==> src/rtl/control_fsm_pkg.sv <==
// Shared state codes and opcode constants for the sequencer and the signal-control unit.
package control_fsm_pkg;

  typedef enum logic [3:0] {
    S_RESET         = 4'd0,
    S_FETCH         = 4'd1,
    S_WAIT_ROM      = 4'd2,
    S_DECODE        = 4'd3,
    S_ULA_OP        = 4'd4,
    S_STORE_ULA_RES = 4'd5,
    S_STORE_REGA    = 4'd6,
    S_HALT          = 4'd7,
    S_IDLE          = 4'd8
  } state_e;

  localparam logic [3:0] OP_ADD = 4'h0;
  localparam logic [3:0] OP_SUB = 4'h1;
  localparam logic [3:0] OP_AND = 4'h2;
  localparam logic [3:0] OP_OR  = 4'h3;
  localparam logic [3:0] OP_XOR = 4'h4;
  localparam logic [3:0] OP_NOT = 4'h5;
  localparam logic [3:0] OP_SHL = 4'h6;
  localparam logic [3:0] OP_SHR = 4'h7;
  localparam logic [3:0] OP_NOP = 4'hE;
  localparam logic [3:0] OP_HLT = 4'hF;

endpackage

==> src/rtl/control_fsm_ir.sv <==
// Instruction register: captures the ROM word into opcode/operand on load.
module control_ir (
  input  logic       clk,
  input  logic       rst_n,
  input  logic       load,
  input  logic [7:0] instr,
  output logic [3:0] opcode,
  output logic [3:0] operand
);

  logic [3:0] r_opcode;
  logic [3:0] r_operand;

  always_ff @(posedge clk or negedge rst_n) begin
    if (!rst_n) begin
      r_opcode  <= '0;
      r_operand <= '0;
    end else if (load) begin
      r_opcode  <= instr[7:4];
      r_operand <= instr[3:0];
    end
  end

  assign opcode  = r_opcode;
  assign operand = r_operand;

endmodule

==> src/rtl/control_fsm.sv <==
// Fetch/decode/execute sequencer with retired-instruction counter and halt.
// Optional CTRL_SINGLE_STEP_EN adds the step port and parks in S_IDLE between instructions.
//
// state           | meaning
// S_RESET         | post-reset, moves to fetch
// S_FETCH         | ROM read issued, pc increments once
// S_WAIT_ROM      | wait for rom_valid, capture instruction
// S_DECODE        | dispatch on latched opcode
// S_ULA_OP        | ULA computes
// S_STORE_ULA_RES | ULA result stored
// S_STORE_REGA    | register A written, instruction retires
// S_HALT          | absorbing until reset
// S_IDLE          | single-step park, waits for step
module control_fsm
  import control_fsm_pkg::*;
#(
  parameter int         COUNT_W    = 16,
  parameter logic [3:0] HLT_OPCODE = OP_HLT,
  parameter logic [3:0] NOP_OPCODE = OP_NOP
) (
  input  logic               clk,
  input  logic               rst_n,
`ifdef CTRL_SINGLE_STEP_EN
  input  logic               step,
`endif
  input  logic [7:0]         instr,
  input  logic               rom_valid,
  output logic [3:0]         state,
  output logic [3:0]         opcode,
  output logic [3:0]         operand,
  output logic               halted,
  output logic [COUNT_W-1:0] instr_count
);

`ifdef CTRL_SINGLE_STEP_EN
  localparam state_e NEXT_FETCH = S_IDLE;
`else
  localparam state_e NEXT_FETCH = S_FETCH;
`endif

  state_e             r_state;
  state_e             w_next;
  logic               w_retire;
  logic               w_ir_load;
  logic               r_halted;
  logic [COUNT_W-1:0] r_count;

  assign w_ir_load = (r_state == S_WAIT_ROM) && rom_valid;

  control_ir u_ir (
    .clk     (clk),
    .rst_n   (rst_n),
    .load    (w_ir_load),
    .instr   (instr),
    .opcode  (opcode),
    .operand (operand)
  );

  always_comb begin
    w_next   = r_state;
    w_retire = 1'b0;
    case (r_state)
      S_RESET:    w_next = S_FETCH;
      S_FETCH:    w_next = S_WAIT_ROM;
      S_WAIT_ROM: if (rom_valid) w_next = S_DECODE;
      S_DECODE: begin
        w_retire = (opcode == HLT_OPCODE) || (opcode == NOP_OPCODE);
        if (opcode == HLT_OPCODE)      w_next = S_HALT;
        else if (opcode == NOP_OPCODE) w_next = NEXT_FETCH;
        else                           w_next = S_ULA_OP;
      end
      S_ULA_OP:        w_next = S_STORE_ULA_RES;
      S_STORE_ULA_RES: w_next = S_STORE_REGA;
      S_STORE_REGA: begin
        w_next   = NEXT_FETCH;
        w_retire = 1'b1;
      end
      S_HALT: w_next = S_HALT;
`ifdef CTRL_SINGLE_STEP_EN
      S_IDLE: if (step) w_next = S_FETCH;
`endif
      // Illegal codes, and S_IDLE when single-step is compiled out, recover via reset state.
      default: w_next = S_RESET;
    endcase
  end

  always_ff @(posedge clk or negedge rst_n) begin
    if (!rst_n) begin
      r_state  <= S_RESET;
      r_halted <= 1'b0;
      r_count  <= '0;
    end else begin
      r_state  <= w_next;
      r_halted <= (w_next == S_HALT);
      if (w_retire) r_count <= r_count + COUNT_W'(1);
    end
  end

  assign state       = r_state;
  assign halted      = r_halted;
  assign instr_count = r_count;

endmodule

==> config.mk <==
export PLATFORM = sky130hd
export DESIGN_NAME = control_fsm
export DESIGN_NICKNAME = d
export VERILOG_FILES = /design/src/rtl/control_fsm_pkg.sv /design/src/rtl/control_fsm_ir.sv /design/src/rtl/control_fsm.sv
export SDC_FILE = /design/constraint.sdc
export NUM_CORES = 1
export LEC_CHECK = 0
export BUFFER_PORTS_ARGS = -buffer_cell sky130_fd_sc_hd__buf_4
export CAP_MARGIN = 5
export CORE_ASPECT_RATIO = 0.6
export CORE_MARGIN = 5
export CORE_UTILIZATION = 50
export DETAILED_ROUTE_END_ITERATION = 6
export HOLD_SLACK_MARGIN = 0.03
export PLACE_DENSITY = 0.78
export SYNTH_ARGS = -nofsm -noshare
export SYNTH_HDL_FRONTEND = slang
export SYNTH_SLANG_ARGS = --single-unit
==> constraint.sdc <==
create_clock -name clk -period 1.7 [get_ports clk]
set_input_delay 0.34 -clock clk [delete_from_list [all_inputs] [get_ports clk]]
set_output_delay 0.34 -clock clk [all_outputs]
set_load 0.1 [all_outputs]
Word-level counts from Yosys, hierarchy flattened
Cells that the tools add are included.
Widths: inputs -> output; s select.
- $add $sub $neg: 1
- equality and inequality tests: 10
- mux-type cells: 5
- reduce and logical (&&, ||, !) cells: 4
- operators with widths (cell ; number):
    $pmux 4 s7 ; 1
    $eq 4x3->1 const B ; 5
    $add 16x1->16 const B ; 1
    $eq 4x2->1 const B ; 2
    $eq 4x4->1 const B ; 2
    $mux 3 ; 2
    $eq 4x1->1 const B ; 1
    $logic_not 4->1 ; 1
    $mux 4 ; 1
    $pmux 1 s2 ; 1
    $reduce_or 2->1 ; 1
    $logic_and 1x1->1 ; 1
    $logic_or 1x1->1 ; 1
- register bits: 29
- input port bits: 11
- output and inout port bits: 29

Longest topological paths before layout
Gate-level depths: netlist of the first run.
- depth in word-level cells: 5
- gate-level depth with buffers: 5

Modules after synthesis
Synthesis of the first run repeated with hierarchy kept, for this count alone.
- cell total of the unflattened synthesis: 111
- area total of the unflattened synthesis: 1352.5 um2
- by module, submodules not included (module ; instances ; cells each ; area each (um2)):
    control_fsm ; 1 ; 94 ; 1021.0
    control_ir ; 1 ; 17 ; 331.6

Least setup slack after synthesis of the first run
No wires, ideal clock.
- path kind: register to register
- start point: register r_count[0] (netlist: instr_count[0])
- end point: register r_count[14] (netlist: instr_count[14])
- library setup time: 0.162 ns
- data arrival time: 2.026 ns
- required time: 1.538 ns
- slack: -0.488 ns
- stages on the path, launching flop included: 6
- path through: dfrtp_1 -> ha_1 -> and4b_1 -> a32oi_2 -> nor4_2 -> xor2_1
- cells in the longest elaborated chain, start to end: 1
- ends and longest elaborated chain (what ; line ; text):
    start, declared ; control_fsm.sv:46 ; logic [COUNT_W-1:0] r_count;
    start signal, assigned ; control_fsm.sv:95 ; if (w_retire) r_count <= r_count + COUNT_W'(1);
    $add 16x1->16 ; control_fsm.sv:95 ;
No other way between the ends.
A chain may end at the register's enable or synchronous reset.

Worst setup path after layout of the first run
- start point: register r_count[0] (netlist: instr_count[0])
- end point: register r_count[12] (netlist: instr_count[12])
Same word-level chain as after synthesis.

==> results by stage, run 1 <==
Synth:
- The Yosys step of the flow raised 0 warnings.
- The number of nets in the synthesized netlist is 122.
- The synthesis-stage register bit count is 29.
- The top-area cell type share of the netlist area is 0.535.
- The count of cell types in the netlist is 32.
- The cell type contributing the most total cell area after synthesis is sky130_fd_sc_hd__dfrtp_1.
- In the post-synthesis netlist, the biggest area contributors are sky130_fd_sc_hd__dfrtp_1, sky130_fd_sc_hd__xnor2_1, sky130_fd_sc_hd__mux2_2, sky130_fd_sc_hd__nand4_1, sky130_fd_sc_hd__nor4_2.
- Counting every instance in the synthesized netlist gives 110.
- Summing every instance area after synthesis gives 1360 sq um.
- For this run, asynchronously set or reset flops after synthesis account for 1.00.
- Among all flip-flop cells after synthesis, the most frequent one is sky130_fd_sc_hd__dfrtp_1.
- The average cell area after synthesis is 12.3 sq um.
- The number of enable flip-flop cells after synthesis is 0.
- The post-synthesis sequential area ratio is 0.535.

Global routing:
- The number of global-route vias before repair came to 1095.
- The residual overflow from global routing is 0.
- Entering global routing, the biggest net connects 30 pins.
- The global routing met3 resource utilization is 0.0643.
- The first global-routing pass estimated 5.60 mm of wire.
- In the global route stage, met2 resource usage came out at 0.274.
- The aggregate global-route resource usage is 0.185.
- The number of antenna violations at the first check in global routing is 0.
- The global routing stage identified its most utilized layer as met2.
- The met1 usage is 0.254.

Finish:
- The number of antenna repair diodes is 0.
- The post-synthesis to final-layout area growth is 34.5%.
- The cell area after layout is 1820 sq um.
- The final layout contains 169 nets.
- The leading cell type in the layout, fill and taps excluded is sky130_fd_sc_hd__buf_4.
- In the final layout, the share of cells above drive strength 1 is 0.538.
- The count of filler cells inserted in the layout is 187.
- Leaving out filler cells and counting taps, the final layout contains 190.
- In the layout the commonest cells are sky130_fd_sc_hd__buf_4, sky130_fd_sc_hd__dfrtp_2, sky130_fd_sc_hd__xnor2_1, sky130_fd_sc_hd__dfrtp_1.

Floorplanning:
- 40 I/O pins were placed.
- From left edge to right edge, the die measures 77.2 um.
- The total core area is 2560 sq um.
- After floorplanning, the core was divided into 14 placement rows.
- The initial utilization of the core area, before any placement, comes to 0.530.
- The die extent in y is 50.3 um.
- The area enclosed by the die boundary is 3890 sq um.

Pwr:
- The completed layout was analyzed and its total power is 0.00270 W.
- The total power divided by cell area is 1480 nW/um^2.
- VDD sags by at most 1110 uV.
- The analysis attributes to cell leakage a power of 0.825 nW.

CTS:
- After clock tree synthesis, the clock-pin slew on the worst setup and hold paths is 0.07 ns.
- Clock tree synthesis selected as its root buffer the cell sky130_fd_sc_hd__clkbuf_8.
- The maximum buffer depth of the clock tree is 2.
- The clock reaches the later pin of the worst-skew pair after 0.27 ns.
- The clock tree from TritonCTS is built.
- The TritonCTS buffer count is 5.
- The H-tree depth is 2.
- Counting every sink on the clock net gives 29.

Route:
- The mean routed wirelength per cell is 17.2 um.
- The average vias per placed instance is 5.41.
- The post-detailed-route count of antenna-violating nets is 0.
- The number of DRC violations after detailed routing is 0.
- The detailed router placed 1028 vias in this run.
- The final layout contains routed wiring with a total length of 3.27 mm.
- The detailed router finished its first iteration with 164 violations.
- The total iterations of the first detailed-routing run is 4.

Place:
- The worst slack at placement is 0.0779 ns.
- Input and output buffers added on the ports amount to 39.
- Including well taps, the total number of placed cells is 181.
- The congestion estimate from routability-driven global placement came to 0.887.
- Once detailed placement completed, the half-perimeter wirelength came to 2.43 mm.
- Once placement finished, the instance area stood at 1720 sq um.

Critical path:
- The critical path in this run is classified as reg -> reg.
- The slowest stage of the critical path belongs to the cell sky130_fd_sc_hd__dfrtp_4.
- Data on the critical path is required at its endpoint by 1.89 ns.
- The endpoint identified for the worst register-to-register timing path is instr_count[12]$_DFFE_PN0P_.
- Data arrives at the worst endpoint at 1.80 ns.
- Counting cells, the worst reg-to-reg path comes to 5.
- The setup slack of the worst register-to-register path is 0.1 ns.
- The stage delay of the slowest cell on the critical path is 0.45 ns.
- In this run the worst path has a maximum fanout of 6.
- The signal on the critical path passes through ha_2 > and4b_1 > a32oi_4 > nor3_1 > xor2_1.
- STA classifies the critical path endpoint as a flip-flop.
- The origin of the critical flop-to-flop path is instr_count[0]$_DFFE_PN0P_.
- The worst setup path is launched from a flip-flop.

STA:
- The final number of hold-violating endpoints is 0.
- The setup violation total in the final timing report is 0.
- The minimum setup slack in the final design is 0.0992 ns.
- The part of the cycle the worst path needs is 0.942.
- The final hold slack is 0.305 ns.
- The post-layout minimum cycle time is 1.60 ns.
- The clock arrives with 0.0126 ns of skew.
- Derived from the worst setup path, the maximum achievable clock frequency is 0.625 GHz.
- The number of pins with negative max-slew slack in the final report is 0.

Min path:
- For hold timing, the worst endpoint is u_ir.opcode[3]$_DFFE_PN0P_.
- The hold path startpoint is instr[7].
- The tightest min-delay check is of the in -> reg type.
- The worst hold path was traced through 2 stages.

Run status:
- The run finished with clean final reports.

Job:
- The max-capacitance violation count is 0.
per-stage QoR:
stage	TNS (ns)	utilization
after floorplan	-0.0267	-
after global placement	0	0.673
after detailed placement	0	0.673
after CTS	0	0.709
after global routing	-0.0259	0.713
final	0	0.713
report_power, final:
part	internal, W	leakage [nW]	total [W]	switching [W]
clock network	0.000286	0.0422	0.000526	0.000239
registers	0.000821	0.354	0.000941	0.000121
logic	0.000260	0.429	0.00124	0.000977
total	0.00137	0.825	0.00270	0.00134
synthesized netlist by cell type (2+ instances only):
| cell | count |
|---|---|
| sky130_fd_sc_hd__xor2_1 | 4 |
| sky130_fd_sc_hd__o21ai_0 | 2 |
| sky130_fd_sc_hd__and2_1 | 3 |
| sky130_fd_sc_hd__a21oi_1 | 2 |
| sky130_fd_sc_hd__xnor2_1 | 11 |
| sky130_fd_sc_hd__nand4_1 | 6 |
| sky130_fd_sc_hd__nand3_1 | 5 |
| sky130_fd_sc_hd__a211oi_1 | 2 |
| sky130_fd_sc_hd__nor3_1 | 2 |
| sky130_fd_sc_hd__dfrtp_1 | 29 |
| sky130_fd_sc_hd__mux2_2 | 8 |
| sky130_fd_sc_hd__nor2_1 | 3 |
| sky130_fd_sc_hd__nand2_1 | 8 |
| sky130_fd_sc_hd__inv_1 | 4 |
| sky130_fd_sc_hd__nor4_2 | 3 |
| sky130_fd_sc_hd__and3_1 | 2 |
cell families after synthesis:
logic type	Yosys count	synth area share
buffers and inverters	4	0.0111
adders and majority gates	1	0.00922
and+or+nand+nor	42	0.212
other	1	0.00276
xor gates and xnor gates	15	0.0969
DFF	29	0.535
muxes	8	0.0664
AOI/OAI and AO/OA	10	0.0664
worst max-delay path by stage:
stage | depth (start not counted) | slack [ns] | from | endpoint
floorplan | 5 | -0.03 | instr_count[1]$_DFFE_PN0P_ | instr_count[14]$_DFFE_PN0P_
global placement | 5 | 0.15 | instr_count[0]$_DFFE_PN0P_ | instr_count[12]$_DFFE_PN0P_
detailed placement | 5 | 0.08 | instr_count[0]$_DFFE_PN0P_ | instr_count[12]$_DFFE_PN0P_
CTS | 5 | 0.07 | instr_count[0]$_DFFE_PN0P_ | instr_count[12]$_DFFE_PN0P_
global route | 5 | -0.03 | instr_count[0]$_DFFE_PN0P_ | instr_count[12]$_DFFE_PN0P_
finish | 5 | 0.1 | instr_count[0]$_DFFE_PN0P_ | instr_count[12]$_DFFE_PN0P_
state kept, by name (all words and copies together), names as in the netlist:
name,flops
u_ir.operand,4
u_ir.opcode,4
halted,1
state,4
instr_count,16
cell type report:
| class | count | area [sq um] | share of cell area |
|---|---|---|---|
| clock buffer | 7 | 76.3 | 0.0418 |
| clock inverter | 1 | 5.00 | 0.00274 |
| inverter | 4 | 15.0 | 0.00823 |
| multi-input combinational | 77 | 629 | 0.345 |
| sequential | 29 | 756 | 0.414 |
| tap | 32 | 40.0 | 0.0219 |
| timing repair buffer | 40 | 303 | 0.166 |
metal layers:
metal	vias to the layer above	part of all wire
met5	-	0
met4	0	0.0067
met3	2	0.058
met2	29	0.47
met1	503	0.46
li1	494	-
repair_timing:
| action | CTS | global route |
|---|---|---|
| buffers inserted | 0 | 0 |
| setup endpoints to repair | 0 | 2 |
| hold buffers | 1 | 0 |
| endpoints found under the hold margin | 29 | 0 |
| resized for setup | 0 | 1 |
worst max-delay path, delay by kind of cell, from the launching register on:
family	cells	cell delay, ns
AND/OR/NAND/NOR	2	0.50
adder cells (fa/ha/maj)	1	0.26
flip-flops	1	0.45
XOR/XNOR	1	0.17
AO/OA/AOI/OAI	1	0.14
Note: power is estimated with default switching activity, not from simulation.
==> run 2: changes to the inputs <==
- clock period: 1.7 -> 1.5 ns (I/O delays scaled with it)
==> results by stage, run 2 (synthesis results as in run 1) <==
STA:
- The part of the cycle the worst path needs is 1.06 (+0.120).
- The worst setup skew after layout is 0.00583 ns (-0.00674 ns).
- Setup repair after global routing could not meet its margin everywhere.
- The highest attainable clock frequency is 0.628 GHz (+0.57%).
- The setup total negative slack is -0.111 ns (-0.111 ns).
- The final number of hold-violating endpoints came to 0 (unchanged).
- The setup violation total in the final timing report is 2 (+2).
- The number of pins with negative max-slew slack in the final report is 0 (unchanged).
- The minimum setup slack in the final design was -0.0918 ns (-0.191 ns).
- The post-layout minimum cycle time came to 1.59 ns (-0.00906 ns).

Critical path:
- The origin of the critical flop-to-flop path is state[3]$_DFF_PN0_.
- The kind of capture point of the worst setup path is a flip-flop.
- By startpoint and endpoint, the worst setup path is classified as reg -> reg.
- The launching element type of the critical path is a flip-flop.
- The highest net fanout along the worst path came to 5 (-1).
- The data required time at the worst endpoint came to 1.68 ns (-0.21 ns).
- The critical path starts at state[3]$_DFF_PN0_.
- The setup slack of the worst register-to-register path is -0.09 ns (-0.19 ns).
- The worst path arrival time came to 1.77 ns (-0.03 ns).

CTS:
- The clock-pin slew on the worst setup and hold paths came to 0.06 ns (about the same).
- The H-tree depth is 2 (unchanged).
- The maximum buffer depth of the clock tree is 2 (unchanged).
- The TritonCTS buffer count is 5 (unchanged).
- The root cell of the clock tree is sky130_fd_sc_hd__clkbuf_8.
- The clock tree from TritonCTS is built.
- The CTS sink count is 29 (unchanged).
- The insertion delay of the later-clocked pin in the worst-skew pair is 0.27 ns (about the same).

Pwr:
- The switching fraction of total power is 0.482 (-0.0126).
- The total power divided by cell area came to 1610 nW/um^2 (+8.5%).
- The switching power summed over all nets came to 0.00156 W (+16%).
- The worst supply voltage drop on vdd came to 1530 uV (+37%).
- The leakage power of the design was 0.895 nW (+8.5%).
- The clock network fraction of total power is 0.205 (+0.011).
- The internal power was 0.00167 W (+22%).
- The relative contribution of combinational cells to total power is 0.464 (+0.007).
- The share of total power in sequential cells is 0.330 (-0.018).

Finish:
- Leaving out fill and tap cells, the most frequent cells in the layout are sky130_fd_sc_hd__buf_4, sky130_fd_sc_hd__dfrtp_4, sky130_fd_sc_hd__xnor2_1, sky130_fd_sc_hd__mux2_2, sky130_fd_sc_hd__nand2_1.
- Leaving out fill and tap cells, the most frequent cell in the layout is sky130_fd_sc_hd__buf_4.
- The final-stage net count is 180 (+6.5%).
- The final cell count without fillers is 201 (+5.8%).
- The post-route core utilization is 0.786 (+0.0724).
- The number of antenna repair diodes was 0 (unchanged).
- The fraction of layout cells with a size suffix above 1 is 0.621 (+0.0833).
- The post-synthesis to final-layout area growth is 48.2%.
- The flip-flop count of the largest register after layout is 16 (unchanged).

Floorplanning:
- The area enclosed by the die boundary is 3890 sq um (unchanged).
- The number of top-level pins is 40 (unchanged).
- The number of core rows is 14 (unchanged).
- The starting density of the core was 0.530 (unchanged).
- The floorplan die width is 77.2 um (unchanged).
- The die extent in y came to 50.3 um (unchanged).
- The total core area was 2560 sq um (unchanged).

Route:
- The number of DRC violations after detailed routing was 0 (unchanged).
- The violation count after the first detailed-routing iteration was 51 (-69%).
- The mean routed wirelength per cell is 17.2 um (about the same).
- The average vias per placed instance is 5.44 (+0.60%).
- The number of vias in the routed layout is 1094 (+6.4%).
- The total iterations of the first detailed-routing run is 4 (unchanged).
- The post-detailed-route count of antenna-violating nets came to 0 (unchanged).
- The routed wire length is 3.46 mm (+5.8%).

Place:
- The global placement routability congestion was 0.772 (-13%).
- The count of placed standard cells including taps came to 189 (+4.4%).
- The number of input and output port buffers inserted is 39 (unchanged).
- The worst slack at placement is -0.0186 ns (-0.0964 ns).
- The detailed-placement wirelength estimate was 2.45 mm (+0.62%).

Run status:
- The flow ran to the end, but the final reports show violations.
- The final reports fail on setup timing.

Min path:
- The worst hold path begins at instr[0].
- The tightest min-delay check is of the in -> reg type.

Global routing:
- The residual overflow from global routing was 0 (unchanged).
- The global-route wire length before repair was 5.58 mm (-0.36%).
- The number of global-route vias before repair is 1122 (+2.5%).
- The maximum number of pins on one net before global-route repair is 30 (unchanged).
- The aggregate global-route resource usage is 0.182 (-0.00270).
- The number of antenna violations at the first check in global routing came to 0 (unchanged).

Job:
- The max-capacitance violation count came to 0 (unchanged).
[run 2: cell types whose count changed in the layout (fill, tap and decap cells not counted), sizes merged]
cell    previous run  this run
buf               39        50
clkbuf             7         8
clkinv             1         0
[run 2: area by class of cell]
cell class,count,area [sq um]
clock buffer,8,90.1
multi-input combinational,77,679
timing repair buffer,51,385
tap,32,40.0
fill,156,548
sequential,29,800
inverter,4,15.0
[run 2: worst paths after layout]
check / to / depth (start not counted)
max in group asynchronous: u_ir.opcode[3]$_DFFE_PN0P_ / 2
min in group asynchronous: instr_count[11]$_DFFE_PN0P_ / 2
min reg2reg: instr_count[15]$_DFFE_PN0P_ / 1
max: instr_count[14]$_DFFE_PN0P_ / 4
min: u_ir.operand[0]$_DFFE_PN0P_ / 2
max reg2reg: instr_count[14]$_DFFE_PN0P_ / 4
[run 2: layer usage]
metal  vias up  track usage  routed length (um)
met5         -            0                   0
met4         0       0.0371                  11
met3         2       0.0589                 204
met2        34        0.284                1610
met1       547        0.252                1640
li1        511            -                   -
[run 2: repair_timing]
item                       CTS  global route
hold endpoints to repair    29             0
buffers inserted             0             3
resized for setup            1             3
setup endpoints to repair    2             7
hold buffers                 1             0
pin swaps                    0             4
gates cloned                 0             0
[run 2: worst max-delay path, cell delays in order, from the launching register on]
cell,delay [ns]
sky130_fd_sc_hd__dfrtp_4,0.47
sky130_fd_sc_hd__and2b_4,0.32
sky130_fd_sc_hd__a32oi_2,0.18
sky130_fd_sc_hd__nor4_2,0.32
sky130_fd_sc_hd__xor2_1,0.21
[run 2: metrics by stage]
| step | hold slack [ns] | area, sq um | power, W |
|---|---|---|---|
| global route | 0.255 | 2010 | 0.00338 |
| CTS | 0.257 | 1980 | 0.00323 |
| global placement | 0.242 | 1870 | 0.00255 |
| finish | 0.263 | 2010 | 0.00323 |
| detailed placement | 0.249 | 1870 | 0.00257 |
| floorplan | 0.00441 | 1480 | 0.00220 |
[run 2: power groups by stage]
stage / combinational (W) / sequential [W] / clock, W
2_1_floorplan: 0.000201 / 0.00200 / 0
3_3_place_gp: 0.00148 / 0.00107 / 0
3_5_place_dp: 0.00149 / 0.00108 / 0
4_1_cts: 0.00150 / 0.00107 / 0.000669
5_1_grt: 0.00156 / 0.00109 / 0.000733
6_report: 0.00150 / 0.00107 / 0.000664
==> run 3: changes to the inputs <==
- CAP_MARGIN: 5 -> not set
- CORE_UTILIZATION: 50 -> 54
- PLACE_DENSITY: 0.78 -> 0.83
- clock period: 1.5 -> 1.9 ns (I/O delays scaled with it)
==> results by stage, run 3 (synthesis results as in run 1) <==
CTS:
- The maximum buffer depth of the clock tree is 2 (unchanged).
- The root cell of the clock tree is sky130_fd_sc_hd__clkbuf_8.
- The insertion delay of the later-clocked pin in the worst-skew pair was 0.28 ns (about the same).
- The CTS sink count is 29 (unchanged).
- The H-tree depth was 2 (unchanged).
- The TritonCTS buffer count is 5 (unchanged).
- The clock-pin slew on the worst setup and hold paths is 0.06 ns (about the same).
- The post-CTS setup repair buffer count is 0 (unchanged).
- The number of hold buffers added after CTS is 1 (unchanged).
- TritonCTS built the clock tree.
- The number of gates resized after cts is 0 (-1).

Route:
- The average vias per placed instance is 5.63 (+3.5%).
- The routed wire length is 3.16 mm (-8.6%).
- The post-detailed-route count of antenna-violating nets is 0 (unchanged).
- The number of DRC violations after detailed routing is 0 (unchanged).
- The violation count after the first detailed-routing iteration is 71 (+39%).
- The total iterations of the first detailed-routing run is 4 (unchanged).
- The number of vias in the routed layout is 1070 (-2.2%).
- The mean routed wirelength per cell is 16.6 um (-3.3%).

STA:
- The setup total negative slack was 0 ns (+0.111 ns).
- The highest attainable clock frequency came to 0.597 GHz (-5.0%).
- The setup violation total in the final timing report is 0 (-2).
- Setup repair after global routing left no endpoint under its margin.
- The number of pins with negative max-slew slack in the final report is 0 (unchanged).
- The final number of hold-violating endpoints was 0 (unchanged).
- The post-layout minimum cycle time is 1.68 ns (+0.0840 ns).
- The worst setup skew after layout is 0.00526 ns (-0.000568 ns).
- The minimum setup slack in the final design is 0.224 ns (+0.316 ns).
- The part of the cycle the worst path needs came to 0.882 (-0.179).

Finish:
- The area growth from synthesis to layout is 34.2%.
- The fraction of layout cells with a size suffix above 1 is 0.519 (-0.102).
- The flip-flop count of the largest register after layout is 16 (unchanged).
- The top cell types in the final layout, fill and taps aside, are sky130_fd_sc_hd__buf_4, sky130_fd_sc_hd__dfrtp_2, sky130_fd_sc_hd__dfrtp_1, sky130_fd_sc_hd__xnor2_1.
- The cell area after layout is 1820 sq um (-9.4%).
- The number of antenna repair diodes is 0 (unchanged).
- The final-stage net count is 169 (-6.1%).
- The leading cell type in the layout, fill and taps excluded is sky130_fd_sc_hd__buf_4.

Min path:
- The worst hold path terminates at u_ir.operand[2]$_DFFE_PN0P_.
- The number of cells traversed by the worst hold path is 2 (unchanged).
- The hold path startpoint is instr[2].
- The path type of the worst min-delay path is in -> reg.

Pwr:
- The total power divided by cell area is 1370 nW/um^2 (-15%).
- The leakage power of the design was 0.859 nW (-4.0%).
- The switching power summed over all nets came to 0.00121 W (-22%).
- The relative contribution of combinational cells to total power was 0.442 (-0.022).
- The share of total power in sequential cells is 0.333 (+0.003).
- The internal power is 0.00129 W (-23%).
- The switching fraction of total power is 0.485 (+0.00348).
- The worst supply voltage drop on vdd is 1160 uV (-24%).
- The clock network fraction of total power is 0.225 (+0.020).

Critical path:
- The reg-to-reg endpoint is instr_count[10]$_DFFE_PN0P_.
- The worst setup path category is reg -> reg.
- In this run the critical register-to-register path is launched from instr_count[0]$_DFFE_PN0P_.
- Walking the worst path, the cells encountered are ha_1 > and4b_1 > a32oi_2 > nor2_1 > xnor2_1.
- The worst path arrival time is 1.84 ns (+0.07 ns).
- The launching element type of the critical path is a flip-flop.
- The stage delay of the slowest cell on the critical path came to 0.45 ns (-0.02 ns).
- The number of cells on the worst reg-to-reg path is 5 (+1).
- The cell with the largest stage delay on the worst path is sky130_fd_sc_hd__dfrtp_2.
- The data required time at the worst endpoint is 2.07 ns (+0.39 ns).
- The highest net fanout along the worst path is 6 (+1).
- The worst setup path is captured at a flip-flop.
- The setup slack of the worst register-to-register path is 0.22 ns (+0.32 ns).

Floorplanning:
- The number of top-level pins is 40 (unchanged).
- The number of core rows is 14 (unchanged).
- The area enclosed by the die boundary is 3650 sq um (-6.2%).
- The starting density of the core is 0.553 (+0.0227).
- The die extent in y is 48.8 um (-3.0%).
- The floorplan die width was 74.7 um (-3.3%).
- The total core area is 2450 sq um (-4.1%).

Global routing:
- The residual overflow from global routing was 0 (unchanged).
- The global-route wire length before repair is 5.44 mm (-2.3%).
- The aggregate global-route resource usage is 0.200 (+0.0182).
- The maximum number of pins on one net before global-route repair is 30 (unchanged).
- The number of global-route vias before repair was 1136 (+1.2%).
- The number of antenna violations at the first check in global routing is 0 (unchanged).

Place:
- The number of input and output port buffers inserted is 39 (unchanged).
- The worst slack at placement is 0.241 ns (+0.260 ns).
- The area after detailed placement is 1710 sq um (-8.8%).
- The detailed-placement wirelength estimate is 2.39 mm (-2.5%).
- The global placement routability congestion came to 0.933 (+21%).

Run status:
- The run finished with clean final reports.

Job:
- The max-capacitance violation count is 0 (unchanged).
run 3: changes by cell type in the layout (fill, tap and decap cells not counted), moves of 2 or more:
cell	before	now
sky130_fd_sc_hd__dfrtp_4	18	0
sky130_fd_sc_hd__buf_4	50	39
sky130_fd_sc_hd__dfrtp_2	5	16
sky130_fd_sc_hd__dfrtp_1	6	13
sky130_fd_sc_hd__clkbuf_1	2	0
sky130_fd_sc_hd__nand3_1	3	5
sky130_fd_sc_hd__nand3_2	2	0
run 3: worst max path at each step:
stage / from / to / slack, ns
2_1_floorplan: instr_count[12]$_DFFE_PN0P_ / instr_count[15]$_DFFE_PN0P_ / 0.03
3_3_place_gp: instr_count[0]$_DFFE_PN0P_ / instr_count[12]$_DFFE_PN0P_ / 0.32
3_5_place_dp: instr_count[0]$_DFFE_PN0P_ / instr_count[10]$_DFFE_PN0P_ / 0.24
4_1_cts: instr_count[0]$_DFFE_PN0P_ / instr_count[10]$_DFFE_PN0P_ / 0.24
5_1_grt: instr_count[1]$_DFFE_PN0P_ / instr_count[12]$_DFFE_PN0P_ / 0.17
6_report: instr_count[0]$_DFFE_PN0P_ / instr_count[10]$_DFFE_PN0P_ / 0.22
run 3: power groups by stage:
stage,sequential (W),clock (W),combinational (W)
global placement,0.000827,0,0.00109
detailed placement,0.000841,0,0.00111
floorplan,0.00154,0,0.000147
CTS,0.000830,0.000576,0.00111
finish,0.000832,0.000561,0.00111
global route,0.000848,0.000606,0.00114
run 3: critical path: cells and delay by family (launching register included):
| family | cells | cell delay, ns |
|---|---|---|
| simple gates | 2 | 0.34 |
| compound gates | 1 | 0.33 |
| fa+ha+maj | 1 | 0.29 |
| xor+xnor | 1 | 0.14 |
| flops | 1 | 0.45 |
run 3: through the flow:
stage / power, W / instances / hold WS (ns) / util
2_1_floorplan: 0.00169 / 110 / 0.0844 / -
4_1_cts: 0.00252 / 190 / 0.317 / 0.742
3_3_place_gp: 0.00192 / 181 / 0.318 / 0.697
5_1_grt: 0.00259 / 190 / 0.321 / 0.742
6_report: 0.00250 / 190 / 0.326 / 0.742
3_5_place_dp: 0.00195 / 181 / 0.322 / 0.697
run 3: per-layer routing:
metal,vias up,global-route usage,share of wire
met1,528,0.257,0.42
li1,490,-,-
met5,-,0,0
met3,9,0.0720,0.071
met2,43,0.292,0.48
met4,0,0.109,0.029
run 3: cell type report:
cell class | count | area, sq um
Fill cell | 173 | 632
Sequential cell | 29 | 746
Timing Repair Buffer | 40 | 303
Multi-Input combinational cell | 77 | 616
Clock buffer | 7 | 96.3
Tap cell | 32 | 40.0
Clock inverter | 1 | 5.00
Inverter | 4 | 15.0
